<file path="config.mk">
export PLATFORM = sky130hd
export DESIGN_NAME = ks_adder_pipe
export DESIGN_NICKNAME = d
export VERILOG_FILES = /design/src/rtl/ks_pkg.sv /design/src/rtl/ks_prefix_level.sv /design/src/rtl/ks_adder_pipe.sv
export SDC_FILE = /design/constraint.sdc
export NUM_CORES = 1
export LEC_CHECK = 0
export ABC_AREA = 0
export CORE_MARGIN = 8
export CORE_UTILIZATION = 64
export DETAILED_ROUTE_END_ITERATION = 8
export PLACE_DENSITY = 0.82
export SLEW_MARGIN = 20
export SYNTH_ARGS = -nofsm -noshare
export SYNTH_HDL_FRONTEND = slang
export SYNTH_SLANG_ARGS = --single-unit
</file>
<file path="constraint.sdc">
create_clock -name clk -period 13.74 [get_ports clk]
set_input_delay 2.748 -clock clk [delete_from_list [all_inputs] [get_ports clk]]
set_output_delay 2.748 -clock clk [all_outputs]
set_load 0.02 [all_outputs]
</file>
<file path="src/rtl/ks_pkg.sv">
// ks_pkg: shared prefix types, combine operator and clog2 for the Kogge-Stone adder.
package ks_pkg;
  typedef struct packed {
    logic g;
    logic p;
  } gp_t;
  function automatic int clog2(input int n);
    int r;
    r = 0;
    while ((1 << r) < n) r++;
    return r;
  endfunction
  function automatic gp_t gp_comb(input gp_t h, input gp_t l);
    return '{g: h.g | (h.p & l.g), p: h.p & l.p};
  endfunction
endpackage

</file>
<file path="src/rtl/ks_prefix_level.sv">
// ks_prefix_level: one combinational Kogge-Stone level combining each node with the node SPAN below.
module ks_prefix_level
  import ks_pkg::*;
#(
  parameter int WIDTH = 16,
  parameter int SPAN  = 1
) (
  input  gp_t [WIDTH-1:0] gp_i,
  output gp_t [WIDTH-1:0] gp_o
);
  for (genvar i = 0; i < WIDTH; i++) begin : g_bit
    if (i >= SPAN) begin : g_cmb
      assign gp_o[i] = gp_comb(gp_i[i], gp_i[i-SPAN]);
    end else begin : g_pass
      assign gp_o[i] = gp_i[i];
    end
  end
endmodule

</file>
<file path="src/rtl/ks_adder_pipe.sv">
// ks_adder_pipe: pipelined Kogge-Stone add/subtract with a valid/ready stream and full-pipeline stall.
module ks_adder_pipe
  import ks_pkg::*;
#(
  parameter int WIDTH = 16
) (
  input  logic             clk,
  input  logic             rst,
  input  logic             in_valid,
  output logic             in_ready,
  input  logic [WIDTH-1:0] a,
  input  logic [WIDTH-1:0] b,
  input  logic             cin,
  input  logic             sub,
  output logic             out_valid,
  input  logic             out_ready,
  output logic [WIDTH-1:0] sum,
  output logic             cout,
  output logic             ovf
);
  localparam int LEVELS = clog2(WIDTH);
  localparam int LAT    = LEVELS + 2;
  gp_t  [WIDTH-1:0] gp_d [LEVELS+1];
  gp_t  [WIDTH-1:0] gp_q [LEVELS+1];
  logic [WIDTH-1:0] hp_d [LEVELS+1];
  logic [WIDTH-1:0] hp_q [LEVELS+1];
  logic [1:0]       sg_d [LEVELS+1];
  logic [1:0]       sg_q [LEVELS+1];
  logic [LAT-2:0]   cin_d, cin_q, vld_d, vld_q;
  logic [WIDTH-1:0] b_eff, sum_d, sum_q;
  logic [WIDTH:0]   c;
  logic             cout_d, cout_q, ovf_d, ovf_q, out_valid_d, out_valid_q, advance;
  assign advance   = !out_valid_q || out_ready;
  assign in_ready  = advance;
  assign out_valid = out_valid_q;
  assign sum       = sum_q;
  assign cout      = cout_q;
  assign ovf       = ovf_q;
  for (genvar i = 0; i < WIDTH; i++) begin : g_gp
    assign gp_d[0][i] = '{g: a[i] & b_eff[i], p: a[i] ^ b_eff[i]};
  end
  for (genvar l = 1; l <= LEVELS; l++) begin : g_lvl
    ks_prefix_level #(.WIDTH(WIDTH), .SPAN(1 << (l - 1))) u_lvl (
      .gp_i(gp_q[l-1]),
      .gp_o(gp_d[l])
    );
  end
  // The carry-in is the bit -1 node {g:cin, p:0}, combined onto every finished prefix.
  always_comb begin
    b_eff    = sub ? ~b : b;
    hp_d[0]  = a ^ b_eff;
    sg_d[0]  = {a[WIDTH-1], b_eff[WIDTH-1]};
    cin_d[0] = sub | cin;
    vld_d[0] = in_valid;
    for (int j = 1; j <= LEVELS; j++) begin
      hp_d[j]  = hp_q[j-1];
      sg_d[j]  = sg_q[j-1];
      cin_d[j] = cin_q[j-1];
      vld_d[j] = vld_q[j-1];
    end
    c[0] = cin_q[LEVELS];
    for (int i = 0; i < WIDTH; i++) c[i+1] = gp_q[LEVELS][i].g | (gp_q[LEVELS][i].p & cin_q[LEVELS]);
    sum_d       = hp_q[LEVELS] ^ c[WIDTH-1:0];
    cout_d      = c[WIDTH];
    ovf_d       = (sg_q[LEVELS][1] == sg_q[LEVELS][0]) && (sum_d[WIDTH-1] != sg_q[LEVELS][1]);
    out_valid_d = vld_q[LEVELS];
  end
  always_ff @(posedge clk or posedge rst) begin
    if (rst) begin
      for (int j = 0; j <= LEVELS; j++) begin
        gp_q[j] <= '0;
        hp_q[j] <= '0;
        sg_q[j] <= '0;
      end
      cin_q       <= '0;
      vld_q       <= '0;
      sum_q       <= '0;
      cout_q      <= 1'b0;
      ovf_q       <= 1'b0;
      out_valid_q <= 1'b0;
    end else if (advance) begin
      gp_q        <= gp_d;
      hp_q        <= hp_d;
      sg_q        <= sg_d;
      cin_q       <= cin_d;
      vld_q       <= vld_d;
      sum_q       <= sum_d;
      cout_q      <= cout_d;
      ovf_q       <= ovf_d;
      out_valid_q <= out_valid_d;
    end
  end
endmodule

</file>
==> flow_summary.json, run 1 <==
{
  "detail_route.wl_per_cell_um": 14.5,
  "vias_per_cell": 5.26,
  "drive_above_1_share": 0.0451,
  "async_flop_share": 1.00,
  "period_needed_ns": 7.74,
  "rsz0062_at_grt": "false",
  "hold_buffers": 0,
  "io_pins": 58,
  "crit_arrival_ns": 4.99,
  "fmax_ghz": 0.129,
  "fin_tns_setup_ns": 0,
  "maxCapViolations": 0,
  "fin_nets": 1234,
  "synth.area.mux_share": 0.000950,
  "crit_fanout": 119,
  "yosys.area_share.simple": 0.237,
  "rrSetupSlack_ns": 10.64,
  "cts_tree": "done",
  "vias": 7459,
  "post_dp_cell_area_um2": 11100,
  "endpoint_kind": "output port",
  "yosysWarnings": 0,
  "cts_buffer_depth": 3,
  "intPower_w": 0.00173,
  "required_ns": 10.99,
  "coreArea_um2": 16300,
  "cts.clk_slew.worst_paths_ns": 0.06,
  "fp-row-count": 47,
  "synth_top_family_by_area": "simple AND/OR/NAND/NOR gates",
  "drt_wl_total_um": 20500,
  "status": "finished, final reports clean",
  "stdcell_area_um2": 11900,
  "grt_pass1_vias": 7412,
  "place_congestion": 0.787,
  "synth_seq_cells": 259,
  "clkSinkCount": 259,
  "route.detailed.drc": 0,
  "yosysUniqueCellTypes": 20,
  "synth_nets": 1204,
  "endpoint": "in_ready",
  "pwr-share-clk": 0.272,
  "synthesis.area_um2": 10500,
  "critPathLaunch": "out_ready",
  "p_sw_w": 0.000887,
  "post_cts_resized": 0,
  "swShare": 0.339,
  "synth-xor-area-share": 0.0258,
  "startpoint_type": "input pin",
  "numCtsBuffers": 25,
  "die_w_um": 144,
  "combPwrFrac": 0.239,
  "synth_edf_count": 0,
  "diodes": 0,
  "grt_usage": 0.212,
  "ir_worst_vdd_v": 0.000129,
  "cts-root-buf": "clkbuf_16",
  "clock-skew-final_ns": 0.00653,
  "dieArea_um2": 20800,
  "p_leak_nw": 6.14,
  "syn_area_per_cell_um2": 9.17,
  "reg2reg_depth": 7,
  "clk_latency_ns": 0.50,
  "grt_max_degree": 128,
  "netlist_instances": 1149,
  "seqPwrFrac": 0.489,
  "slew_headroom": 0.303,
  "final_hold_viol_count": 0,
  "hold_class": "register to register",
  "grt_pass1_wl_um": 35800,
  "synth_flop_cell": "dfrtp_1",
  "drt-pass1-iter-count": 5,
  "tightest_slew_ns": 1.05,
  "start_util": 0.644,
  "drtIter0Drc": 639,
  "portBuffers": 57,
  "overflow": 0,
  "cts_max_level": 1,
  "synth-compound-area-share": 0.0618,
  "period_share": 0.564,
  "antenna_left": 0,
  "drv_slew": 0,
  "area_growth_pct": 13.4,
  "post_cts_buffers": 0,
  "grt_antenna_before_repair": 0,
  "reg2reg_from": "out_valid",
  "path_class": "input pin to output port",
  "finalSetupViolCount": 0,
  "synth_fa_ha_area_frac": 0.0202,
  "dp_hpwl_um": 12900,
  "power_density_nw_per_um2": 219,
  "die_h_um": 144,
  "timing.rr.end": "gp_q[16]",
  "synth-seq-area-share": 0.615
}
==> cell usage in the layout, fill, tap and decap left out <==
master and instances:
nand3_1 49, bufinv_16 2, nor2_1 5, buf_4 6, nor2b_4 1, nand2_1 591
clkinvlp_4 1, clkbuf_8 13, and2_1 1, nand2b_1 1, xnor2_1 1, ha_1 17
inv_8 1, dfrtp_1 259, clkinv_2 3, mux2i_1 1, clkbuf_16 25, clkdlybuf4s50_1 57
o21ai_0 66, inv_6 1, a21oi_1 64, buf_6 1, xor2_1 30, clkbuf_1 1
==> per-layer routing <==
layer / up-vias / GRT usage / part of all wire
met2: 179 / 0.343 / 0.49
met5: - / 0 / 0
li1: 3700 / - / -
met4: 0 / 0.0526 / 0.014
met3: 28 / 0.0297 / 0.052
met1: 3552 / 0.300 / 0.45
==> worst max-delay path, stage by stage <==
cell             delay, ns
clkdlybuf4s50_1       0.44
nor2b_4               0.12
buf_6                 0.61
inv_6                 0.37
clkdlybuf4s50_1       0.64
==> state kept, by name, indices dropped and copies added, names as in the netlist <==
| register | count |
|---|---|
| cin_q | 5 |
| cout | 1 |
| gp_q | 141 |
| hp_d | 63 |
| hp_q | 16 |
| out_valid | 1 |
| ovf | 1 |
| sg_d | 8 |
| sg_q | 2 |
| sum | 16 |
| vld_q | 5 |
==> how the worst min path moves through the flow <==
stage                          end      from  slack, ns  cells past startpoint
final                     hp_d[19]  hp_d[19]       0.46                      2
after CTS                  sg_d[0]   sg_d[0]       0.47                      2
after floorplan           vld_q[4]  vld_q[4]       0.43                      2
after detailed placement  vld_q[4]  vld_q[4]       0.45                      2
after global placement    hp_d[27]  hp_d[27]       0.45                      2
after global routing       sg_d[0]   sg_d[2]       0.49                      2
==> cell usage after synthesis (5+ instances only) <==
cell type | instances | area, um2
nand2_1 | 591 | 2220
dfrtp_1 | 259 | 6480
o21ai_0 | 66 | 330
a21oi_1 | 64 | 320
nand3_1 | 49 | 245
buf_2 | 35 | 175
xor2_1 | 30 | 263
ha_1 | 17 | 213
buf_6 | 14 | 158
clkbuf_1 | 6 | 22.5
buf_4 | 5 | 37.5
nor2_1 | 5 | 18.8
==> cells by family (layout without fill, tap and decap cells) <==
logic type,Yosys count,in the layout
buffers and inverters,63,111
xor gates and xnor gates,31,31
DFF,259,259
AOI/OAI and AO/OA,130,130
muxes,1,1
and+or+nand+nor,648,648
adders and majority gates,17,17
==> power groups by stage <==
stage	Combinational [W]	Clock [W]	Sequential, W
3_3_place_gp	0.000603	0	0.00128
5_1_grt	0.000729	0.000753	0.00132
6_report	0.000626	0.000712	0.00128
2_1_floorplan	0.000466	0	0.00124
4_1_cts	0.000637	0.000724	0.00128
3_5_place_dp	0.000629	0	0.00129
==> layout make-up <==
class,count,area [um2]
clock inverters,6,82.6
fillers,1226,4400
inverters,2,20.0
clock buffers,39,808
flip-flops and latches,259,6480
multi-input cells,827,3650
repair buffers,64,627
well taps,220,275
==> stage by stage <==
stage                     total power, W  utilization  setup WS (ns)  hold WS (ns)  std cells
after detailed placement         0.00192        0.676           5.73         0.454       1372
after global placement           0.00188        0.676           5.73         0.449       1372
after CTS                        0.00264        0.731           5.72         0.469       1417
after floorplan                  0.00171            -           3.87         0.430       1149
after global routing             0.00280        0.731           5.85         0.485       1417
final                            0.00262        0.731           6.00         0.464       1417
No activity file was read; power rests on OpenSTA's default activity.
==> run 2: changes to the inputs <==
--- a/config.mk
+++ b/config.mk
@@ -7,9 +7,9 @@
 export LEC_CHECK = 0
 export ABC_AREA = 0
 export CORE_MARGIN = 8
-export CORE_UTILIZATION = 64
+export CORE_UTILIZATION = 54
 export DETAILED_ROUTE_END_ITERATION = 8
-export PLACE_DENSITY = 0.82
+export PLACE_DENSITY = 0.73
 export SLEW_MARGIN = 20
 export SYNTH_ARGS = -nofsm -noshare
 export SYNTH_HDL_FRONTEND = slang
==> constraint.sdc (replaced) <==
create_clock -name clk -period 6.8 [get_ports clk]
set_input_delay 1.36 -clock clk [delete_from_list [all_inputs] [get_ports clk]]
set_output_delay 1.36 -clock clk [all_outputs]
set_load 0.02 [all_outputs]
==> flow_summary.json, run 2 (synthesized netlist as in run 1, its figures left out) <==
{
  "route.detailed.drc": 0,
  "grt_pass1_vias": 7227,
  "regMostFlops": "gp_q",
  "most-common-layout-cells": "nand2_1, dfrtp_1, o21ai_0",
  "finalSetupViolCount": 0,
  "status": "finished, final reports clean",
  "p_total_w": 0.00526,
  "die_h_um": 156,
  "fmax_ghz": 0.214,
  "crit_arrival_ns": 3.31,
  "endpoint_kind": "output port",
  "period_needed_ns": 4.67,
  "reg2reg_from": "out_valid",
  "startpoint_type": "input pin",
  "grt_antenna_before_repair": 0,
  "hold_class": "register to register",
  "dieArea_um2": 24200,
  "layout_commonest_cell": "nand2_1",
  "vias_per_cell": 4.97,
  "drive_above_1_share": 0.0409,
  "maxCapViolations": 0,
  "critPathLaunch": "out_ready",
  "drt-pass1-iter-count": 5,
  "detail_route.wl_per_cell_um": 13.9,
  "slew_headroom": 0.265,
  "crit_family": "buffers and inverters",
  "critPathMostFrequentCell": "clkdlybuf4s50_1",
  "place_congestion": 0.750,
  "clock-skew-final_ns": 0.0108,
  "cts_max_level": 1,
  "cpPeakStageDelay_ns": 0.75,
  "vias": 7259,
  "hold_buffers": 0,
  "drt_wl_total_um": 20400,
  "start_util": 0.545,
  "clk_latency_ns": 0.52,
  "drv_slew": 0,
  "pwr-share-clk": 0.268,
  "numCtsBuffers": 27,
  "cts.clk_slew.worst_paths_ns": 0.06,
  "post_cts_buffers": 0,
  "fp-row-count": 51,
  "crit_chain": "clkdlybuf4s50_1, nor2b_4, inv_6, clkdlybuf4s50_1",
  "grt_usage": 0.178,
  "overflow": 0,
  "crit_buf_inv": 3,
  "fin_tns_setup_ns": 0,
  "combPwrFrac": 0.240,
  "fin_nets": 1236,
  "portBuffers": 57,
  "largest_register_ff_count": 141,
  "ir_worst_vdd_v": 0.000222,
  "path_class": "input pin to output port",
  "crit_fanout": 123,
  "power_density_nw_per_um2": 439,
  "clkSinkCount": 259,
  "coreArea_um2": 19300,
  "cts_tree": "done",
  "dp_hpwl_um": 12900,
  "period_share": 0.686,
  "grt_pass1_wl_um": 36000,
  "die_w_um": 156,
  "antenna_left": 0,
  "cts_buffer_depth": 3,
  "post_cts_resized": 0,
  "rsz0062_at_grt": "false",
  "p_leak_nw": 6.11,
  "seqPwrFrac": 0.492,
  "io_pins": 58,
  "hold_start": "vld_q[4]",
  "area_growth_pct": 13.6,
  "cts-root-buf": "clkbuf_16",
  "drtIter0Drc": 523,
  "final_hold_viol_count": 0,
  "p_sw_w": 0.00179,
  "swShare": 0.341,
  "crit_path_top_delay_cell": "clkdlybuf4s50_1",
  "intPower_w": 0.00346,
  "diodes": 0,
  "tightest_slew_ns": 1.10,
  "grt_max_degree": 124,
  "required_ns": 5.44
}
-- run 2: power groups by stage --
stage          combinational (W)  clock, W  sequential [W]
2_1_floorplan           0.000942         0         0.00252
3_3_place_gp             0.00124         0         0.00258
3_5_place_dp             0.00128         0         0.00261
4_1_cts                  0.00129   0.00144         0.00259
5_1_grt                  0.00146   0.00151         0.00267
6_report                 0.00126   0.00141         0.00258
-- run 2: routing by layer --
metal / track usage / wire (um)
met5: 0 / 0
met1: 0.259 / 9870
met2: 0.278 / 9560
met4: 0.0411 / 248
met3: 0.0271 / 716
-- run 2: worst paths after layout --
kind | slack [ns] | cells past startpoint | endpoint
max | 2.13 | 4 | in_ready
min in group asynchronous | 1.28 | 2 | sum[15]
max reg2reg | 3.96 | 4 | gp_q[25]
min | 0.46 | 2 | vld_q[4]
min reg2reg | 0.46 | 2 | vld_q[4]
max in group asynchronous | 4.16 | 3 | hp_d[34]
-- run 2: cell type report --
class | count | area, um2
Inverter | 2 | 16.3
Clock inverter | 7 | 87.6
Sequential cell | 259 | 6480
Tap cell | 265 | 332
Multi-Input combinational cell | 827 | 3650
Clock buffer | 38 | 767
Fill cell | 1673 | 7370
Timing Repair Buffer | 64 | 627
-- run 2: through the flow --
step / setup WS [ns] / util / instance area (um2) / hold WS (ns) / std cells
after detailed placement: 2.08 / 0.574 / 11100 / 0.449 / 1417
after global placement: 2.09 / 0.574 / 11100 / 0.449 / 1417
final: 2.13 / 0.619 / 12000 / 0.462 / 1462
after global routing: 2.01 / 0.619 / 12000 / 0.482 / 1462
after CTS: 2.08 / 0.619 / 12000 / 0.461 / 1462
after floorplan: 2.03 / - / 10500 / 0.430 / 1149
-- run 2: tightest hold or removal path, delay by kind of cell, from the launching register on --
kind             cells  cell delay [ns]
DFF                  1             0.33
and+or+nand+nor      2             0.10
==> run 3: changes to the inputs <==
--- a/config.mk
+++ b/config.mk
@@ -7,9 +7,9 @@
 export LEC_CHECK = 0
 export ABC_AREA = 0
 export CORE_MARGIN = 8
-export CORE_UTILIZATION = 54
+export CORE_UTILIZATION = 59
 export DETAILED_ROUTE_END_ITERATION = 8
-export PLACE_DENSITY = 0.73
+export PLACE_DENSITY = 0.76
 export SLEW_MARGIN = 20
 export SYNTH_ARGS = -nofsm -noshare
 export SYNTH_HDL_FRONTEND = slang
==> constraint.sdc (replaced) <==
create_clock -name clk -period 4.8 [get_ports clk]
set_input_delay 0.96 -clock clk [delete_from_list [all_inputs] [get_ports clk]]
set_output_delay 0.96 -clock clk [all_outputs]
set_load 0.02 [all_outputs]
==> flow_summary.json, run 3 (synthesized netlist as in run 1, its figures left out) <==
{
  "finalSetupViolCount": 0,
  "area_growth_pct": 12.9,
  "power_density_nw_per_um2": 615,
  "dieArea_um2": 22400,
  "timing.rr.end": "gp_q[21]",
  "grt_usage": 0.190,
  "n_fill_cell": 1472,
  "drive_above_1_share": 0.0417,
  "final_hold_viol_count": 0,
  "place_congestion": 0.738,
  "post_cts_resized": 0,
  "dp_slack_ns": 1.11,
  "detail_route.wl_per_cell_um": 14.2,
  "die_h_um": 150,
  "grt_max_degree": 113,
  "route.detailed.drc": 0,
  "critPathMostFrequentCell": "buf_4",
  "cts_buffer_depth": 3,
  "layout_commonest_cell": "nand2_1",
  "fmax_ghz": 0.310,
  "rsz0062_at_grt": "false",
  "drtIter0Drc": 674,
  "fp-row-count": 49,
  "crit_chain": "clkdlybuf4s50_1, nor2b_4, buf_4, buf_4, o21ai_0",
  "most-common-layout-cells": "nand2_1, dfrtp_1, o21ai_0",
  "critPathLaunch": "out_ready",
  "vias_per_cell": 5.13,
  "required_ns": 5.15,
  "path_class": "input pin to register",
  "drt_wl_total_um": 20200,
  "maxCapViolations": 0,
  "multi_input_area_um2": 3650,
  "drt-pass1-iter-count": 5,
  "fin_ws_ns": 1.57,
  "cts-root-buf": "clkbuf_16",
  "grt_antenna_before_repair": 0,
  "clkSinkCount": 259,
  "stdcell_area_um2": 11900,
  "hold_start": "sum[15]",
  "crit_path_top_delay_cell": "buf_4",
  "start_util": 0.594,
  "cts_max_level": 1,
  "ir_worst_vdd_v": 0.000344,
  "min_path_cells": 2,
  "reg2reg_depth": 4,
  "cts_tree": "done",
  "hold_class": "register to register",
  "vias": 7326,
  "grt_pass1_wl_um": 35100,
  "dp_hpwl_um": 12900,
  "crit_arrival_ns": 3.57,
  "tightest_slew_ns": 1.03,
  "numCtsBuffers": 25,
  "largest_register_ff_count": 141,
  "crit_family": "buffers and inverters",
  "cpPeakStageDelay_ns": 0.89,
  "crit_fanout": 112,
  "fin_tns_setup_ns": 0,
  "overflow": 0,
  "utilization": 0.671,
  "endpoint_kind": "register",
  "hold_buffers": 0,
  "regMostFlops": "gp_q",
  "antenna_left": 0,
  "reg2reg_from": "out_valid",
  "die_w_um": 150,
  "grt_pass1_vias": 7080,
  "io_pins": 58,
  "rrSetupSlack_ns": 2.08,
  "portBuffers": 57,
  "p_leak_nw": 6.10,
  "coreArea_um2": 17700,
  "cts.clk_slew.worst_paths_ns": 0.06,
  "startpoint_type": "input pin",
  "p_total_w": 0.00732,
  "slew_headroom": 0.311,
  "post_cts_buffers": 0,
  "crit_buf_inv": 3,
  "post_dp_cell_area_um2": 11100,
  "drv_slew": 0,
  "fin_nets": 1237,
  "hold_end": "sum[15]",
  "clock-skew-final_ns": 0.00859,
  "clk_latency_ns": 0.52,
  "diodes": 0,
  "status": "finished, final reports clean",
  "period_needed_ns": 3.23,
  "period_share": 0.672,
  "seqCellArea_um2": 6480
}
-- run 3: changes by cell type in the layout (fill, tap and decap cells not counted), sizes merged --
cell / delta
buf: +3
bufinv: -1
clkinv: +2
clkinvlp: -1
clkbuf: -2
inv: +1
-- run 3: stage by stage --
stage               std cells  hold WS, ns
global route             1428        0.479
finish                   1428        0.462
global placement         1383        0.449
detailed placement       1383        0.454
floorplan                1149        0.430
CTS                      1427        0.467
-- run 3: how the worst max path moves through the flow --
stage / to / cells after the start
finish: gp_q[21] / 5
global route: sum[1] / 5
CTS: in_ready / 4
detailed placement: gp_q[49] / 5
global placement: hp_d[23] / 7
floorplan: cin_q[0] / 1
-- run 3: power by group --
group / switching (W) / internal, W / total, W
registers: 0.000646 / 0.00302 / 0.00366
logic: 0.00110 / 0.000694 / 0.00180
clock network: 0.000785 / 0.00107 / 0.00186
total: 0.00253 / 0.00479 / 0.00732
-- run 3: routing by layer --
metal / vias up / part of all wire / track usage
met2: 123 / 0.47 / 0.297
li1: 3695 / - / -
met4: 0 / 0.013 / 0.0434
met1: 3489 / 0.47 / 0.276
met3: 19 / 0.041 / 0.0278
met5: - / 0 / 0
-- run 3: final cells by class --
cell class / count / share of cell area
tap: 229 / 0.0241
sequential: 259 / 0.545
clock inverter: 8 / 0.00579
inverter: 2 / 0.00137
clock buffer: 36 / 0.0594
multi-input combinational: 827 / 0.307
timing repair buffer: 67 / 0.0570
-- run 3: worst reg2reg max path, stage by stage, from the launching register on --
cell and delay [ns]:
dfrtp_1 0.35, nor2b_4 0.20, buf_4 0.75, buf_4 0.93
o21ai_0 0.33
